### src/rtl/dmem_arb_pkg.sv
// Shared encodings for the data-memory port arbiter: FSM states and access size codes.
package dmem_arb_pkg;

  typedef enum logic [2:0] {
    IDLE     = 3'd0,
    RD_ISSUE = 3'd1,
    RD_WAIT  = 3'd2,
    WR_ISSUE = 3'd3,
    WR_DONE  = 3'd4
  } arb_state_e;

  // Size codes as produced by decode.
  localparam logic [2:0] SZ_BYTE  = 3'd0;
  localparam logic [2:0] SZ_HALF  = 3'd1;
  localparam logic [2:0] SZ_WORD  = 3'd2;
  localparam logic [2:0] SZ_DWORD = 3'd3;

endpackage

### src/rtl/dmem_dep_counter.sv
// Outstanding-store counter: saturating push/pop, cleared by flush.
module dmem_dep_counter #(
  parameter  int unsigned MAX_PEND = 4,
  localparam int unsigned CW       = $clog2(MAX_PEND + 1)
) (
  input  logic          clk,
  input  logic          reset,
  input  logic          flush,
  input  logic          push,
  input  logic          pop,
  output logic [CW-1:0] count,
  output logic          full
);

  logic [CW-1:0] count_d;

  // Simultaneous push and pop cancel; out-of-range moves are dropped.
  always_comb begin
    count_d = count;
    if (flush) begin
      count_d = '0;
    end else if (push && !pop && (count != CW'(MAX_PEND))) begin
      count_d = count + CW'(1);
    end else if (pop && !push && (count != '0)) begin
      count_d = count - CW'(1);
    end
  end

  always_ff @(posedge clk or negedge reset) begin
    if (!reset) begin
      count <= '0;
      full  <= 1'b0;
    end else begin
      count <= count_d;
      full  <= (count_d == CW'(MAX_PEND));
    end
  end

endmodule

### src/rtl/dmem_port_arbiter.sv
// Data-memory port arbiter between operand loads and write-back stores.
// Optional statistics counters enabled by defining DMEM_ARB_STATS_EN.
module dmem_port_arbiter
  import dmem_arb_pkg::*;
#(
  parameter  int unsigned ADDR_W   = 32,
  parameter  int unsigned DATA_W   = 64,
  parameter  int unsigned MAX_PEND = 4,
  localparam int unsigned CW       = $clog2(MAX_PEND + 1)
) (
  input  logic              clk,
  input  logic              reset,
  input  logic              flush,
  input  logic              dep_push,
  input  logic              dep_pop,
  output logic              dep_full,
  output logic [CW-1:0]     dep_count,
  input  logic              rd_valid,
  output logic              rd_ready,
  input  logic [ADDR_W-1:0] rd_addr,
  input  logic [2:0]        rd_size,
  output logic              rd_resp_valid,
  output logic [DATA_W-1:0] rd_resp_data,
  input  logic              wr_valid,
  output logic              wr_ready,
  input  logic [ADDR_W-1:0] wr_addr,
  input  logic [2:0]        wr_size,
  input  logic [DATA_W-1:0] wr_data,
  output logic              wr_done,
  output logic              mem_valid,
  input  logic              mem_ready,
  output logic              mem_we,
  output logic [ADDR_W-1:0] mem_addr,
  output logic [2:0]        mem_size,
  output logic [DATA_W-1:0] mem_wdata,
  input  logic              mem_rdata_valid,
`ifdef DMEM_ARB_STATS_EN
  output logic [15:0]       rd_stall_cycles,
  output logic [15:0]       wr_count,
`endif
  input  logic [DATA_W-1:0] mem_rdata
);

  arb_state_e        state, state_d;
  logic              drop, drop_d;
  logic              rd_ready_d, wr_ready_d, wr_done_d;
  logic              mem_valid_d, mem_we_d;
  logic [ADDR_W-1:0] addr_d;
  logic [2:0]        size_d;
  logic [DATA_W-1:0] wdata_d;
  logic              resp_valid_d;
  logic [DATA_W-1:0] resp_data_d;
  logic              mem_fire;

  assign mem_fire = mem_valid & mem_ready;

  dmem_dep_counter #(.MAX_PEND(MAX_PEND)) u_dep_counter (
    .clk   (clk),
    .reset (reset),
    .flush (flush),
    .push  (dep_push),
    .pop   (dep_pop),
    .count (dep_count),
    .full  (dep_full)
  );

  // Next-state and next-output logic; every output is registered below.
  always_comb begin
    state_d      = state;
    drop_d       = drop;
    rd_ready_d   = 1'b0;
    wr_ready_d   = 1'b0;
    wr_done_d    = 1'b0;
    mem_valid_d  = 1'b0;
    mem_we_d     = 1'b0;
    addr_d       = mem_addr;
    size_d       = mem_size;
    wdata_d      = mem_wdata;
    resp_valid_d = 1'b0;
    resp_data_d  = rd_resp_data;
    case (state)
      IDLE: begin
        if (wr_valid) begin
          wr_ready_d = 1'b1;
          mem_we_d   = 1'b1;
          addr_d     = wr_addr;
          size_d     = wr_size;
          wdata_d    = wr_data;
          state_d    = WR_ISSUE;
        end else if (rd_valid && (dep_count == '0) && !flush) begin
          rd_ready_d = 1'b1;
          addr_d     = rd_addr;
          size_d     = rd_size;
          wdata_d    = '0;
          drop_d     = 1'b0;
          state_d    = RD_ISSUE;
        end
      end
      RD_ISSUE: begin
        if (flush) drop_d = 1'b1;
        if (mem_fire) state_d = RD_WAIT;
        else          mem_valid_d = 1'b1;
      end
      RD_WAIT: begin
        if (mem_rdata_valid) begin
          state_d = IDLE;
          drop_d  = 1'b0;
          if (!(drop || flush)) begin
            resp_valid_d = 1'b1;
            resp_data_d  = mem_rdata;
          end
        end else if (flush) begin
          drop_d = 1'b1;
        end
      end
      WR_ISSUE: begin
        // Accepted stores always complete, even across a flush.
        if (mem_fire) begin
          state_d   = WR_DONE;
          wr_done_d = 1'b1;
        end else begin
          mem_valid_d = 1'b1;
          mem_we_d    = 1'b1;
        end
      end
      WR_DONE: state_d = IDLE;
      default: state_d = IDLE;
    endcase
  end

  always_ff @(posedge clk or negedge reset) begin
    if (!reset) begin
      state         <= IDLE;
      drop          <= 1'b0;
      rd_ready      <= 1'b0;
      wr_ready      <= 1'b0;
      wr_done       <= 1'b0;
      mem_valid     <= 1'b0;
      mem_we        <= 1'b0;
      mem_addr      <= '0;
      mem_size      <= '0;
      mem_wdata     <= '0;
      rd_resp_valid <= 1'b0;
      rd_resp_data  <= '0;
    end else begin
      state         <= state_d;
      drop          <= drop_d;
      rd_ready      <= rd_ready_d;
      wr_ready      <= wr_ready_d;
      wr_done       <= wr_done_d;
      mem_valid     <= mem_valid_d;
      mem_we        <= mem_we_d;
      mem_addr      <= addr_d;
      mem_size      <= size_d;
      mem_wdata     <= wdata_d;
      rd_resp_valid <= resp_valid_d;
      rd_resp_data  <= resp_data_d;
    end
  end

`ifdef DMEM_ARB_STATS_EN
  // Saturating activity counters; only reset clears them.
  always_ff @(posedge clk or negedge reset) begin
    if (!reset) begin
      rd_stall_cycles <= '0;
      wr_count        <= '0;
    end else begin
      if (rd_valid && !rd_ready && (rd_stall_cycles != 16'hFFFF))
        rd_stall_cycles <= rd_stall_cycles + 16'd1;
      if (wr_ready && (wr_count != 16'hFFFF))
        wr_count <= wr_count + 16'd1;
    end
  end
`endif

endmodule

### config.mk
export PLATFORM = sky130hd
export DESIGN_NAME = dmem_port_arbiter
export DESIGN_NICKNAME = d
export VERILOG_FILES = /design/src/rtl/dmem_arb_pkg.sv /design/src/rtl/dmem_dep_counter.sv /design/src/rtl/dmem_port_arbiter.sv
export SDC_FILE = /design/constraint.sdc
export NUM_CORES = 1
export LEC_CHECK = 0
export CAP_MARGIN = 30
export CORE_MARGIN = 2
export CORE_UTILIZATION = 30
export CTS_BUF_LIST = sky130_fd_sc_hd__clkbuf_8
export DETAILED_ROUTE_END_ITERATION = 6
export HOLD_SLACK_MARGIN = 0.06
export SETUP_SLACK_MARGIN = 0.2
export SLEW_MARGIN = 20
export SYNTH_ARGS = -nofsm -noshare
export SYNTH_HDL_FRONTEND = slang
export SYNTH_HIERARCHICAL = 1
export SYNTH_SLANG_ARGS = --single-unit
### constraint.sdc
create_clock -name clk -period 3.31 [get_ports clk]
set_clock_uncertainty 0.1 [all_clocks]
set_input_delay 0.4965 -clock clk [delete_from_list [all_inputs] [get_ports clk]]
set_output_delay 0.4965 -clock clk [all_outputs]
set_load 0.1 [all_outputs]
==> flow_summary_export.csv, run 1 <==
group,metric,value,unit
hold_path,timing.hold.worst_path_depth,1,
detailed_routing,drt-pass1-iter-count,4,
yosys,synth_largest_type_area_fraction,0.618,
yosys,ys_seq_area_frac,0.618,
yosys,ys.warnings.count,6,
floorplanning,num_io_pins,380,
outcome,status,"complete, no violations",
yosys,synth_edf_count,0,
placed_design,dp_hpwl,15.7,mm
detailed_routing,antenna_left,0,
yosys,postSynthCellCount,512,
cts,clock_sinks,177,
critical_path,crit_path_max_fanout,2,
finish,flow.area_growth_from_synthesis,58.5,%
global_routing,grt_first_pass_wirelength,33.0,mm
critical_path,cp-end-kind,"output port",
yosys,yosys-top-cells-area,"sky130_fd_sc_hd__dfrtp_1 62%, sky130_fd_sc_hd__mux2_2 10%, sky130_fd_sc_hd__a22o_1 7.8%",
sta,final-setup-viol-count,0,
global_routing,grt_total_usage,0.170,
finish,final_area,11400,sq um
critical_path,max_stage_delay,1150,ps
floorplanning,floorplan.initialDensity,0.305,
sta,max_slew_margin,0.337,
sta,unrepaired_setup_endpoints_after_global_routing,"no",
placed_design,gp_congestion,0.766,
cts,clock_pin_transition_on_the_worst_setup_and_hold_timing_paths,120,ps
critical_path,worstPathRequired,2710,ps
yosys,async_reset_ff_frac,1.00,
critical_path,critPathArrivalTime,1970,ps
global_routing,grt_overflow,0,
finish,layout.filler_cells,2178,
critical_path,critPathSlowestCell,"sky130_fd_sc_hd__clkdlybuf4s50_1",
sta,setup_tns,0,ps
critical_path,setup.reg_to_reg.worst_slack,980,ps
floorplanning,core_box_area,23500,sq um
detailed_routing,drc,0,
critical_path,crit_buf_inv,1,
finish,final_nets,1093,
cts,cts_max_level,4,
run,max-cap-violations,0,
critical_path,crit_family,"buffers and inverters",
cts,clock_tree_from_tritoncts,"yes",
critical_path,setup.worst_path.start_class,"flip-flop",
cts,clkLatencyLatePin,450,ps
sta,slew_viol_final,0,
sta,min_period_over_period,0.776,
yosys,synth_seq_cells,177,
yosys,mappedNetlistNets,722,
yosys,synth.largest_area_cell,"sky130_fd_sc_hd__dfrtp_1",
global_routing,first_global_vias,5713,
sta,post-route-min-period,2570,ps
detailed_routing,drt-total-wl,22.5,mm
critical_path,worst-setup-path-type,"flip-flop to output port",
placed_design,portBuffers,379,
cts,numCtsBuffers,17,
floorplanning,fp.dieArea,25100,sq um
detailed_routing,wire_per_inst,18.6,um
global_routing,grt_start_max_net_pins,75,
sta,finalHoldViolations,0,
detailed_routing,dr_total_vias,5795,
cts,cts.root.buffer_cell,"sky130_fd_sc_hd__clkbuf_8",
hold_path,hold_class,"flip-flop to flip-flop",
floorplanning,die_width,159,um
cts,cts_buffer_depth,2,
critical_path,cells_along_the_critical_path,"clkdlybuf4s50_1",
critical_path,cp_num_cells,1,
finish,antennaDiodeCount,0,
placed_design,post_dp_cell_area,10900,sq um
floorplanning,row_count,56,
detailed_routing,via_per_inst,4.77,
sta,pin_slew_with_the_least_headroom_to_its_limit,991,ps
yosys,synthesis.area,7160,sq um
cts,postCtsSetupBuffers,0,
yosys,ys_types,41,
yosys,syn-mean-instance-area,14.0,sq um
critical_path,reg2reg_depth,5,
detailed_routing,first_iter_violations,297,
floorplanning,chip_height,159,um
global_routing,initial_antenna_violation_count,0,
finish,final_layout_size_suffix_gt1_frac,0.307,
sta,maxClockFrequency,389,MHz
yosys,yosys_most_used_dff,"sky130_fd_sc_hd__dfrtp_1",
synthesized netlist by cell type, drive strengths merged (2+ instances only):
cell      n
dfrtp   177
o22ai    72
a22o     64
mux2     64
a21oi    36
buf      28
clkbuf   12
nor2     11
o21ai     7
inv       4
nand2     4
ha        3
or3       3
a31oi     2
nand3b    2
nor2b     2
nor3      2
nor4      2
xnor2     2
per-layer routing:
metal / global-route usage / vias up / wire [um]
li1: - / 2697 / -
met1: 0.218 / 2850 / 9390
met2: 0.280 / 218 / 11100
met3: 0.0433 / 30 / 1560
met4: 0.0592 / 0 / 523
met5: 0 / - / 0
layout by cell type (no fill, tap or decap), types with 2 or more instances in the layout:
master and count:
sky130_fd_sc_hd__dfrtp_1 177, sky130_fd_sc_hd__mux2_2 64, sky130_fd_sc_hd__inv_8 4, sky130_fd_sc_hd__inv_6 2, sky130_fd_sc_hd__clkinv_8 2, sky130_fd_sc_hd__o22ai_1 41, sky130_fd_sc_hd__a21oi_1 36, sky130_fd_sc_hd__clkbuf_8 17
sky130_fd_sc_hd__ha_1 3, sky130_fd_sc_hd__nor2b_1 2, sky130_fd_sc_hd__o21ai_0 6, sky130_fd_sc_hd__clkinvlp_4 2, sky130_fd_sc_hd__or3_1 2, sky130_fd_sc_hd__buf_12 3, sky130_fd_sc_hd__inv_1 4, sky130_fd_sc_hd__nand2_1 4
sky130_fd_sc_hd__o22ai_2 31, sky130_fd_sc_hd__nor2_1 10, sky130_fd_sc_hd__a31oi_1 2, sky130_fd_sc_hd__buf_4 136, sky130_fd_sc_hd__a22o_1 64, sky130_fd_sc_hd__clkinv_4 3, sky130_fd_sc_hd__xnor2_1 2, sky130_fd_sc_hd__clkdlybuf4s50_1 251
sky130_fd_sc_hd__nor4_1 2, sky130_fd_sc_hd__nand3b_1 2
registers in the layout, indices dropped and copies added (netlist names), 3 cells and up:
name and flops:
mem_wdata 64, u_dep_counter/count 3, state 3, mem_size 3, mem_addr 32, rd_resp_data 64
per-stage QoR:
step	hold slack (ps)	worst slack, ps	instances	utilization
6_report	408	742	1215	0.484
5_1_grt	421	663	1215	0.484
4_1_cts	411	699	1215	0.484
3_5_place_dp	381	605	1182	0.466
3_3_place_gp	383	612	1182	0.466
2_1_floorplan	101	827	512	-
cell type report:
cell class,count,area (sq um),share of cell area
flip-flops and latches,177,4430,0.390
clock buffers,17,234,0.0206
multi-input cells,290,2490,0.219
inverters,5,18.8,0.00165
clock inverters,15,170,0.0150
well taps,319,399,0.0352
repair buffers,392,3610,0.318
cell families after synthesis:
group,synth area share
AOI/OAI and AO/OA,0.205
DFF,0.618
adders and majority gates,0.00524
muxes,0.102
buffers and inverters,0.0356
and+or+nand+nor,0.0309
xor gates and xnor gates,0.00245
path summary, 6_finish.rpt:
kind / startpoint / endpoint
min: mem_wdata[46]$_DFFE_PN0P_ / mem_wdata[46]$_DFFE_PN0P_
min in group asynchronous: reset / mem_wdata[12]$_DFFE_PN0P_
max in group asynchronous: reset / mem_wdata[21]$_DFFE_PN0P_
max reg2reg: u_dep_counter/count[1]$_DFF_PN0_ / mem_size[1]$_DFFE_PN0P_
min reg2reg: mem_wdata[46]$_DFFE_PN0P_ / mem_wdata[46]$_DFFE_PN0P_
max: mem_wdata[41]$_DFFE_PN0P_ / mem_wdata[41]
what timing repair did:
item / in CTS / in global routing
gates resized for setup: 0 / 0
hold buffers: 1 / 0
endpoints found under the hold margin: 67 / 0
Power of run 1 is left out: the tool's default activity adds up to more than one toggle a clock period on the data nets, which glitch-free logic cannot reach.
==> inputs of run 2 (changes only) <==
Settings changed: PLACE_DENSITY set to 0.66.
Clock period 3.31 ns to 2.34 ns, I/O delays scaled along.
==> run 2 against run 1 <==
Compared with the run above:
- utilization increased by 0.59 points
- register-to-register slack lost 760 ps
- cell count grew 1.2%
- hold slack worse by 56 ps
- critical path depth is 6 higher
- count of clock-buffer cells in the layout stayed put
- sequential cell count is the same
- first-iteration DRC count is 26% higher
- critical endpoint is now state[0]$_DFFE_PN0P_
- largest cell class unchanged
==> flow_summary_export.csv, run 2 (same netlist as run 1, synthesis figures left out) <==
group,metric,value,unit
outcome,status,"complete, no violations",
global_routing,grt_overflow,0,
global_routing,grt_total_usage,0.172,
cts,clock_tree_from_tritoncts,"yes",
floorplanning,die_width,159,um
detailed_routing,dr_total_vias,5895,
global_routing,first_global_vias,5790,
critical_path,endpoint,"state[0]$_DFFE_PN0P_",
finish,multi_input_area,2500,sq um
critical_path,critPathSlowestCell,"sky130_fd_sc_hd__or4b_4",
floorplanning,row_count,56,
cts,cts.root.buffer_cell,"sky130_fd_sc_hd__clkbuf_8",
cts,clkLatencyLatePin,430,ps
finish,final_layout_size_suffix_gt1_frac,0.375,
sta,post-route-min-period,2120,ps
critical_path,crit_path_max_fanout,18,
finish,most_used_cells_in_the_layout_excluding_fill_and_tap_cells,"205 x sky130_fd_sc_hd__clkdlybuf4s50_1, 188 x sky130_fd_sc_hd__buf_4, 174 x sky130_fd_sc_hd__dfrtp_1",
critical_path,crit_family,"simple AND/OR/NAND/NOR gates",
floorplanning,core_box_area,23500,sq um
finish,antennaDiodeCount,0,
floorplanning,floorplan.initialDensity,0.305,
cts,clock_pin_transition_on_the_worst_setup_and_hold_timing_paths,110,ps
sta,maxClockFrequency,471,MHz
global_routing,grt_start_max_net_pins,66,
cts,cts_buffer_depth,2,
critical_path,cells_along_the_critical_path,"or4b_4 > buf_4 > nor2_4 > buf_12 > clkbuf_16 > o21ai_0 > a21oi_1",
critical_path,r2r_start,"u_dep_counter/count[1]$_DFF_PN0_",
floorplanning,num_io_pins,380,
finish,final_nets,1109,
critical_path,reg2reg_depth,7,
critical_path,setup.reg_to_reg.worst_slack,220,ps
finish,layout.filler_cells,2132,
placed_design,post_dp_cell_area,11000,sq um
detailed_routing,via_per_inst,4.79,
global_routing,initial_antenna_violation_count,0,
detailed_routing,drt-total-wl,23.2,mm
critical_path,setup.worst_path.start_class,"flip-flop",
detailed_routing,drt-pass1-iter-count,4,
critical_path,critPathArrivalTime,2370,ps
floorplanning,chip_height,159,um
finish,leading_cell_type_in_the_layout_fill_and_taps_excluded,"sky130_fd_sc_hd__clkdlybuf4s50_1",
detailed_routing,drc,0,
detailed_routing,first_iter_violations,374,
cts,cts_max_level,4,
detailed_routing,wire_per_inst,18.8,um
finish,reg.largest.list,"mem_wdata (64), rd_resp_data (64), mem_addr (32)",
finish,flow.area_growth_from_synthesis,60.4,%
sta,min_period_over_period,0.908,
run,max-cap-violations,0,
finish,seqCellArea,4440,sq um
sta,fin_ws,215,ps
finish,final-instance-count-excl-fill,1230,
hold_path,hold_class,"input pin to async pin",
critical_path,worst-setup-path-type,"flip-flop to flip-flop",
placed_design,dp_hpwl,16.1,mm
cts,clock_sinks,177,
sta,finalHoldWorstSlack,351,ps
critical_path,worstPathRequired,2590,ps
sta,finalHoldViolations,0,
detailed_routing,antenna_left,0,
critical_path,cp-end-kind,"flip-flop",
cts,numCtsBuffers,17,
critical_path,max_stage_delay,540,ps
sta,final-setup-viol-count,0,
sta,slew_viol_final,0,
sta,unrepaired_setup_endpoints_after_global_routing,"yes",
critical_path,critical_register_to_register_path_endpoint,"state[0]$_DFFE_PN0P_",
placed_design,portBuffers,379,
critical_path,crit_buf_inv,3,
finish,final_area,11500,sq um
sta,max_slew_margin,0.605,
global_routing,grt_first_pass_wirelength,33.5,mm
critical_path,startpoint,"u_dep_counter/count[1]$_DFF_PN0_",
sta,pin_slew_with_the_least_headroom_to_its_limit,592,ps
floorplanning,fp.dieArea,25100,sq um
critical_path,cp_num_cells,7,
placed_design,gp_congestion,0.777,
placed_design,post-place-ws,-117,ps
placed_design,numPlacedInstances,1192,
==> run 2: routing by layer <==
| metal | vias up | GRT usage | share of wire |
|---|---|---|---|
| li1 | 2723 | - | - |
| met1 | 2957 | 0.218 | 0.41 |
| met2 | 203 | 0.297 | 0.51 |
| met3 | 12 | 0.0400 | 0.066 |
| met4 | 0 | 0.0416 | 0.011 |
| met5 | - | 0 | 0 |
==> run 2: how the worst min path moves through the flow <==
stage	to	slack, ps	depth (start not counted)
2_1_floorplan	drop$_DFFE_PN0P_	-40	0
3_3_place_gp	mem_wdata[52]$_DFFE_PN0P_	270	1
3_5_place_dp	mem_wdata[52]$_DFFE_PN0P_	270	1
4_1_cts	mem_wdata[40]$_DFFE_PN0P_	340	2
5_1_grt	mem_wdata[40]$_DFFE_PN0P_	350	2
6_report	mem_wdata[40]$_DFFE_PN0P_	350	2
==> run 2: cell type report <==
| type | count | share of cell area |
|---|---|---|
| clock buffers | 17 | 0.0204 |
| clock inverters | 14 | 0.0121 |
| inverters | 5 | 0.00163 |
| multi-input cells | 290 | 0.218 |
| flip-flops and latches | 177 | 0.386 |
| well taps | 319 | 0.0347 |
| repair buffers | 408 | 0.327 |
==> run 2: through the flow <==
step,util,TNS (ps)
floorplan,-,0
global placement,0.467,-1620
detailed placement,0.467,-2430
CTS,0.486,0
global route,0.489,0
finish,0.489,0
==> run 2: timing repair <==
item | in CTS | in global routing
endpoints found under the hold margin | 53 | 0
pin swaps | 0 | 2
endpoints found under the setup margin | 35 | 17
cloned | 1 | 2
hold buffers | 1 | 0
resized for setup | 2 | 4
buffers inserted | 2 | 1
==> run 2: worst reg2reg max path: cells and delay by family, from the launching register on <==
family,cells,cell delay (ps)
AND/OR/NAND/NOR,2,700
buffers and inverters,3,500
flip-flops,1,490
AO/OA/AOI/OAI,2,260
Power of run 2 is left out for the same reason.
==> inputs of run 3 (changes only) <==
Settings changed: PLACE_DENSITY 0.66 to 0.7.
==> run 3 against run 2 <==
Compared with the run above:
- sequential share of layout area increased by 0.076 points
- cell count up 0.24%
- sequential cell count did not move
- utilization is 0.096 points lower
- global-route usage rose by 0.11 points
- hold slack worse by 41 ps
==> flow_summary_export.csv, run 3 (same netlist as run 1, synthesis figures left out) <==
group,metric,value,unit
floorplanning,die_width,159,um
floorplanning,fp.dieArea,25100,sq um
finish,antennaDiodeCount,0,
critical_path,cells_along_the_critical_path,"or4b_4 > or3_4 > buf_12 > o22ai_1 > a21oi_1",
cts,cts.root.buffer_cell,"sky130_fd_sc_hd__clkbuf_8",
detailed_routing,drt-total-wl,23.0,mm
finish,final_layout_size_suffix_gt1_frac,0.375,
cts,cts_max_level,4,
critical_path,worst-setup-path-type,"flip-flop to flip-flop",
finish,leading_cell_type_in_the_layout_fill_and_taps_excluded,"sky130_fd_sc_hd__clkdlybuf4s50_1",
finish,final_area,11500,sq um
sta,max_slew_margin,0.689,
detailed_routing,antenna_left,0,
finish,final_nets,1112,
critical_path,setup.reg_to_reg.worst_slack,250,ps
sta,maxClockFrequency,480,MHz
critical_path,crit_path_max_fanout,18,
cts,numCtsBuffers,17,
hold_path,hold_class,"input pin to async pin",
global_routing,grt_first_pass_wirelength,33.3,mm
run,max-cap-violations,0,
critical_path,reg2reg_depth,5,
critical_path,cp_num_cells,5,
critical_path,startpoint,"u_dep_counter/count[1]$_DFF_PN0_",
placed_design,gp_congestion,0.830,
cts,clock_pin_transition_on_the_worst_setup_and_hold_timing_paths,100,ps
sta,post-route-min-period,2090,ps
detailed_routing,via_per_inst,4.79,
placed_design,post_dp_cell_area,11000,sq um
sta,unrepaired_setup_endpoints_after_global_routing,"yes",
floorplanning,num_io_pins,380,
sta,min_period_over_period,0.891,
critical_path,critPathArrivalTime,2300,ps
critical_path,critical_register_to_register_path_endpoint,"mem_size[1]$_DFFE_PN0P_",
critical_path,worstPathRequired,2550,ps
detailed_routing,wire_per_inst,18.6,um
critical_path,crit_buf_inv,1,
critical_path,setup.worst_path.start_class,"flip-flop",
detailed_routing,drc,0,
global_routing,grt_overflow,0,
critical_path,critPathSlowestCell,"sky130_fd_sc_hd__or4b_4",
detailed_routing,first_iter_violations,302,
global_routing,grt_start_max_net_pins,66,
sta,finalHoldViolations,0,
placed_design,portBuffers,379,
floorplanning,core_box_area,23500,sq um
outcome,status,"complete, no violations",
detailed_routing,dr_total_vias,5912,
global_routing,first_global_vias,5881,
finish,final-instance-count-excl-fill,1233,
floorplanning,floorplan.initialDensity,0.305,
cts,cts_buffer_depth,2,
placed_design,numPlacedInstances,1197,
critical_path,endpoint,"mem_size[1]$_DFFE_PN0P_",
detailed_routing,drt-pass1-iter-count,5,
critical_path,r2r_start,"u_dep_counter/count[1]$_DFF_PN0_",
critical_path,max_stage_delay,540,ps
critical_path,cp-end-kind,"flip-flop",
sta,final-setup-viol-count,0,
placed_design,dp_hpwl,16.4,mm
global_routing,grt_total_usage,0.173,
sta,slew_viol_final,0,
cts,clock_sinks,177,
sta,finalHoldWorstSlack,310,ps
global_routing,initial_antenna_violation_count,0,
cts,clkLatencyLatePin,440,ps
finish,flow.area_growth_from_synthesis,60.1,%
floorplanning,chip_height,159,um
cts,clock_tree_from_tritoncts,"yes",
finish,reg.largest.list,"mem_wdata (64), rd_resp_data (64), mem_addr (32)",
floorplanning,row_count,56,
sta,pin_slew_with_the_least_headroom_to_its_limit,467,ps
critical_path,crit_family,"simple AND/OR/NAND/NOR gates",
finish,most_used_cells_in_the_layout_excluding_fill_and_tap_cells,"205 x sky130_fd_sc_hd__clkdlybuf4s50_1, 194 x sky130_fd_sc_hd__buf_4, 174 x sky130_fd_sc_hd__dfrtp_1",
==> run 3: cell types whose count changed in the layout (fill, tap and decap cells not counted), sizes merged <==
| cell | change |
|---|---|
| buf | +4 |
| clkbuf | -1 |
| clkinv | +2 |
| inv | -2 |
==> run 3: final cells by class <==
type	count	area, sq um
fill	2161	12000
sequential	177	4440
timing repair buffer	411	3740
multi-input combinational	290	2490
tap	319	399
clock buffer	17	234
clock inverter	14	145
inverter	5	18.8
==> run 3: worst min path at each step <==
stage          startpoint                           end  depth (start not counted)
2_1_floorplan       reset              drop$_DFFE_PN0P_                          0
6_report            reset  rd_resp_data[15]$_DFFE_PN0P_                          2
3_3_place_gp        reset  rd_resp_data[13]$_DFFE_PN0P_                          1
3_5_place_dp        reset  rd_resp_data[15]$_DFFE_PN0P_                          1
4_1_cts             reset  rd_resp_data[15]$_DFFE_PN0P_                          2
5_1_grt             reset  rd_resp_data[15]$_DFFE_PN0P_                          2
==> run 3: stage by stage <==
step / util / setup slack, ps / setup TNS (ps)
floorplan: - / 100 / 0
global placement: 0.469 / -58.9 / -712
detailed placement: 0.469 / -77.5 / -1550
CTS: 0.487 / 236 / 0
global route: 0.489 / 175 / 0
finish: 0.489 / 254 / 0
==> run 3: metal layers <==
| metal | wire length, um | share of wire | global-route usage |
|---|---|---|---|
| met1 | 9460 | 0.41 | 0.215 |
| met2 | 11800 | 0.51 | 0.299 |
| met3 | 1350 | 0.059 | 0.0449 |
| met4 | 392 | 0.017 | 0.0442 |
| met5 | 0 | 0 | 0 |
==> run 3: repair_timing <==
action,4_1_cts,5_1_grt
buffers inserted,2,0
cloned,1,1
endpoints found under the setup margin,36,3
hold buffers,1,0
endpoints found under the hold margin,38,0
resized for setup,2,0
Power of run 3 is left out for the same reason.
==> patch 1, RTL diff (flow settings as in run 2) <==
Register the output `dep_count`; this adds one clock of latency there. The other outputs are not delayed to match.
--- a/src/rtl/dmem_port_arbiter.sv
+++ b/src/rtl/dmem_port_arbiter.sv
@@ -42,4 +42,6 @@
 );
 
+  logic [CW-1:0] dep_count_d;
+
   arb_state_e        state, state_d;
   logic              drop, drop_d;
@@ -61,5 +63,5 @@
     .push  (dep_push),
     .pop   (dep_pop),
-    .count (dep_count),
+    .count (dep_count_d),
     .full  (dep_full)
   );
@@ -88,5 +90,5 @@
           wdata_d    = wr_data;
           state_d    = WR_ISSUE;
-        end else if (rd_valid && (dep_count == '0) && !flush) begin
+        end else if (rd_valid && (dep_count_d == '0) && !flush) begin
           rd_ready_d = 1'b1;
           addr_d     = rd_addr;
@@ -174,4 +176,8 @@
 `endif
 
+  always_ff @(posedge clk) begin
+    dep_count <= dep_count_d;
+  end
+
 endmodule
 
Behaviour: not the same (a bounded check fails within 4 cycles, from zero or initial values and one cycle with reset low).
==> patch 1 against run 2 <==
- area after synthesis is 0.84% higher
- cell area hardly changed
- cell count is 0.49% higher
- utilization is 0.11 points lower
- worst setup slack better by 0.15 ns
- sequential cell count is 3 higher
- routed wire length is 0.28% higher
- critical endpoint is now mem_addr[23]
Power is left out: the tool's default activity adds up to more than one toggle a clock period on the data nets, which glitch-free logic cannot reach.
==> patch 1: results <==
[status]
run_status = complete, no violations

[timing]
tightest_slew_ns = 0.567

[global_routing]
grt_use_total_pct = 17.7
grt_max_degree = 80
grt_pass1_vias = 6081
grt_pass1_wl_um = 35600

[setup_path]
worst_ep_arrival_time_ns = 2.18
path_max_fanout = 17

[synth]
postSynthCellCount = 515
synth_seq_area_share_pct = 62.2
synth.area.top_cells = dfrtp_1 61%, mux2_2 10%, a22o_1 7.8%
synth_fp_nets = 725
yosys_warnings = 6
synth.distinct_cells = 42
synth-async-reset-ratio_pct = 98.3

[place]
post-place-ws_ns = -0.0716
dp_hpwl_um = 16800
dp.cells = 1202
gp_congestion = 0.804

[cts]
cts_setup_buffers = 0
cts_buffer_depth = 2
htreeDepth = 4
cts_inserted_buffers = 17

[cells_and_area]
drive_gt1_share_pct = 37.1
largestRegisters = mem_wdata: 64 flops, rd_resp_data: 64 flops, mem_addr: 32 flops
final_net_count = 1114

[detailed_routing]
vias_per_cell = 4.82
via_count = 5958
drt_iter0_drc = 283
avgRoutedWirePerCell_um = 18.8

[min_path]
worstHoldPathType = primary input to async pin
patch 1: cell count changes in the layout (fill, tap and decap cells not counted), sizes merged:
cell,change
dfxtp,+3
clkbuf,+1
clkinvlp,+2
buf,+3
inv,-3
patch 1: area by class of cell:
type / instances / area (sq um)
well taps: 319 / 399
clock inverters: 13 / 136
repair buffers: 410 / 3700
multi-input cells: 290 / 2490
clock buffers: 19 / 262
fillers: 2160 / 12000
inverters: 5 / 18.8
flip-flops and latches: 180 / 4490
patch 1: kinds of logic (layout without fill, tap and decap cells):
family	Yosys count	in the layout	share of synthesized area (%)
simple gates	35	35	3.07
mux	65	65	10.1
buf+inv	45	447	3.53
fa+ha+maj	3	3	0.520
xor+xnor	2	2	0.243
compound gates	185	185	20.4
flops	180	180	62.2
patch 1: worst paths after layout:
path	depth (start not counted)	end	slack (ns)
worst max register to register	5	mem_addr[23]	0.36
worst min register to register	1	mem_wdata[2]	0.41
min in group clk	3	mem_addr[19]	0.40
worst min-delay path	3	rd_resp_valid	0.33
worst max-delay path	5	mem_addr[23]	0.36
max in group asynchronous	3	mem_wdata[58]	1.26
patch 1: tightest hold or removal path, delay by kind of cell:
kind,cells,cell delay [ns]
buffers and inverters,3,0.94
patch 1: routing by layer:
| layer | up-vias | part of all wire [%] | track usage (%) |
|---|---|---|---|
| li1 | 2734 | - | - |
| met3 | 24 | 6.1 | 4.38 |
| met5 | - | 0 | 0 |
| met2 | 233 | 51 | 30.5 |
| met1 | 2967 | 42 | 22.2 |
| met4 | 0 | 1.6 | 5.12 |
patch 1: through the flow:
| step | instance area (sq um) | setup TNS [ns] | hold slack, ns |
|---|---|---|---|
| floorplan | 7220 | 0 | -0.0446 |
| global placement | 11100 | -0.704 | 0.258 |
| detailed placement | 11100 | -1.67 | 0.264 |
| CTS | 11500 | 0 | 0.310 |
| global route | 11500 | 0 | 0.336 |
| finish | 11500 | 0 | 0.326 |
patch 1: timing repair:
item / in CTS / in global routing
hold buffers: 1 / 0
endpoints found under the hold margin: 177 / 0
gates resized for setup: 0 / 1
setup endpoints to repair: 0 / 2
==> patch 2, RTL diff (flow settings as in run 2) <==
Made on the original files. The parameter `DATA_W` goes from 64 to 128.
--- a/src/rtl/dmem_port_arbiter.sv
+++ b/src/rtl/dmem_port_arbiter.sv
@@ -5,5 +5,5 @@
 #(
   parameter  int unsigned ADDR_W   = 32,
-  parameter  int unsigned DATA_W   = 64,
+  parameter  int unsigned DATA_W   = 128,
   parameter  int unsigned MAX_PEND = 4,
   localparam int unsigned CW       = $clog2(MAX_PEND + 1)
Ports: changed (resized mem_rdata, mem_wdata, rd_resp_data and wr_data); port bits go from 380 to 636. No check against the original RTL was run, so the function may have changed too.
==> patch 2 against run 2 <==
- sequential share of layout area up 1.6 points
- cell count up 63%
- area after synthesis up 63%
- worst setup slack better by 0.24 ns
- via count up 64%
- sequential cell count up 128
- routed wire length up 81%
- cell area up 65%
- critical path depth down 2
Power is left out: the tool's default activity adds up to more than one toggle a clock period on the data nets, which glitch-free logic cannot reach.
==> patch 2: results <==
[status]
run_status = complete, no violations

[global_routing]
grt_pass1_wl_um = 62500
grt_max_degree = 95
met2_usage_pct = 34.8
grt.met3_usage_pct = 5.80
grt_antenna_before_repair = 5
grt_pass1_vias = 10100

[place]
postPlaceCellArea_sq_um = 17900
gp_congestion = 0.888
dp.cells = 1910
post-place-ws_ns = 0.151
io_buffers = 635

[setup_path]
cp_top_family = buffers and inverters
max_stage_delay_ns = 0.49
path_max_fanout = 41
worst_ep_arrival_time_ns = 2.32
r2r_end = mem_wdata[113]
r2r_slack_ns = 0.45
cp_slowest_cell = dfrtp_1
regToRegStartpoint = state[1]

[cells_and_area]
drive_gt1_share_pct = 37.0
multi_input_cells = 418
final_net_count = 1786
synthToLayoutAreaGrowth_pct = 62.7
seq_share_pct = 40.2
largestRegisters = mem_wdata: 128 flops, rd_resp_data: 128 flops, mem_addr: 32 flops
nFillCells = 3468
nonClkBufAreaFrac_pct = 31.5

[timing]
clock.fmax_ghz = 0.530
tightest_slew_ns = 0.487
holdWs_ns = 0.165

[cts]
htreeDepth = 2
cts_buffer_depth = 3
cts.clk_slew.worst_paths_ns = 0.06
cts_inserted_buffers = 51

[synth]
synth.area.top_cells = dfrtp_1 65%, mux2_2 12%, a22o_1 9.6%
synth_common_cells = 305 x dfrtp_1, 128 x a22o_1, 128 x mux2_2, 71 x o22ai_1, 36 x a21oi_1
syn_area_per_cell_sq_um = 14.8

[detailed_routing]
firstDrtPassIters = 5
routed_wl_um = 42000
drt_iter0_drc = 505
met2_length_um = 21500
wl_met3_um = 3160
==> patch 2: cell count changes after synthesis, moves of 2 or more <==
cell / delta
a22o_1: +64
clkbuf_1: -5
mux2_2: +64
clkbuf_8: +3
buf_4: +7
buf_2: +11
buf_6: +6
or3_1: -2
o22ai_2: -30
o22ai_1: +30
dfrtp_1: +128
==> patch 2: what timing repair did <==
action | 4_1_cts | 5_1_grt
setup endpoints to repair | 0 | 48
hold buffers | 1 | 0
endpoints found under the hold margin | 305 | 0
buffers inserted | 0 | 2
resized for setup | 0 | 0
==> patch 2: cells by family (layout without fill, tap and decap cells) <==
group,Yosys count,after routing,synth area share [%]
muxes,129,129,12.4
buffers and inverters,67,765,3.88
DFF,305,305,65.3
adders and majority gates,3,3,0.321
other,0,5,0
AOI/OAI and AO/OA,249,249,15.7
xor gates and xnor gates,2,2,0.150
and+or+nand+nor,35,35,2.13
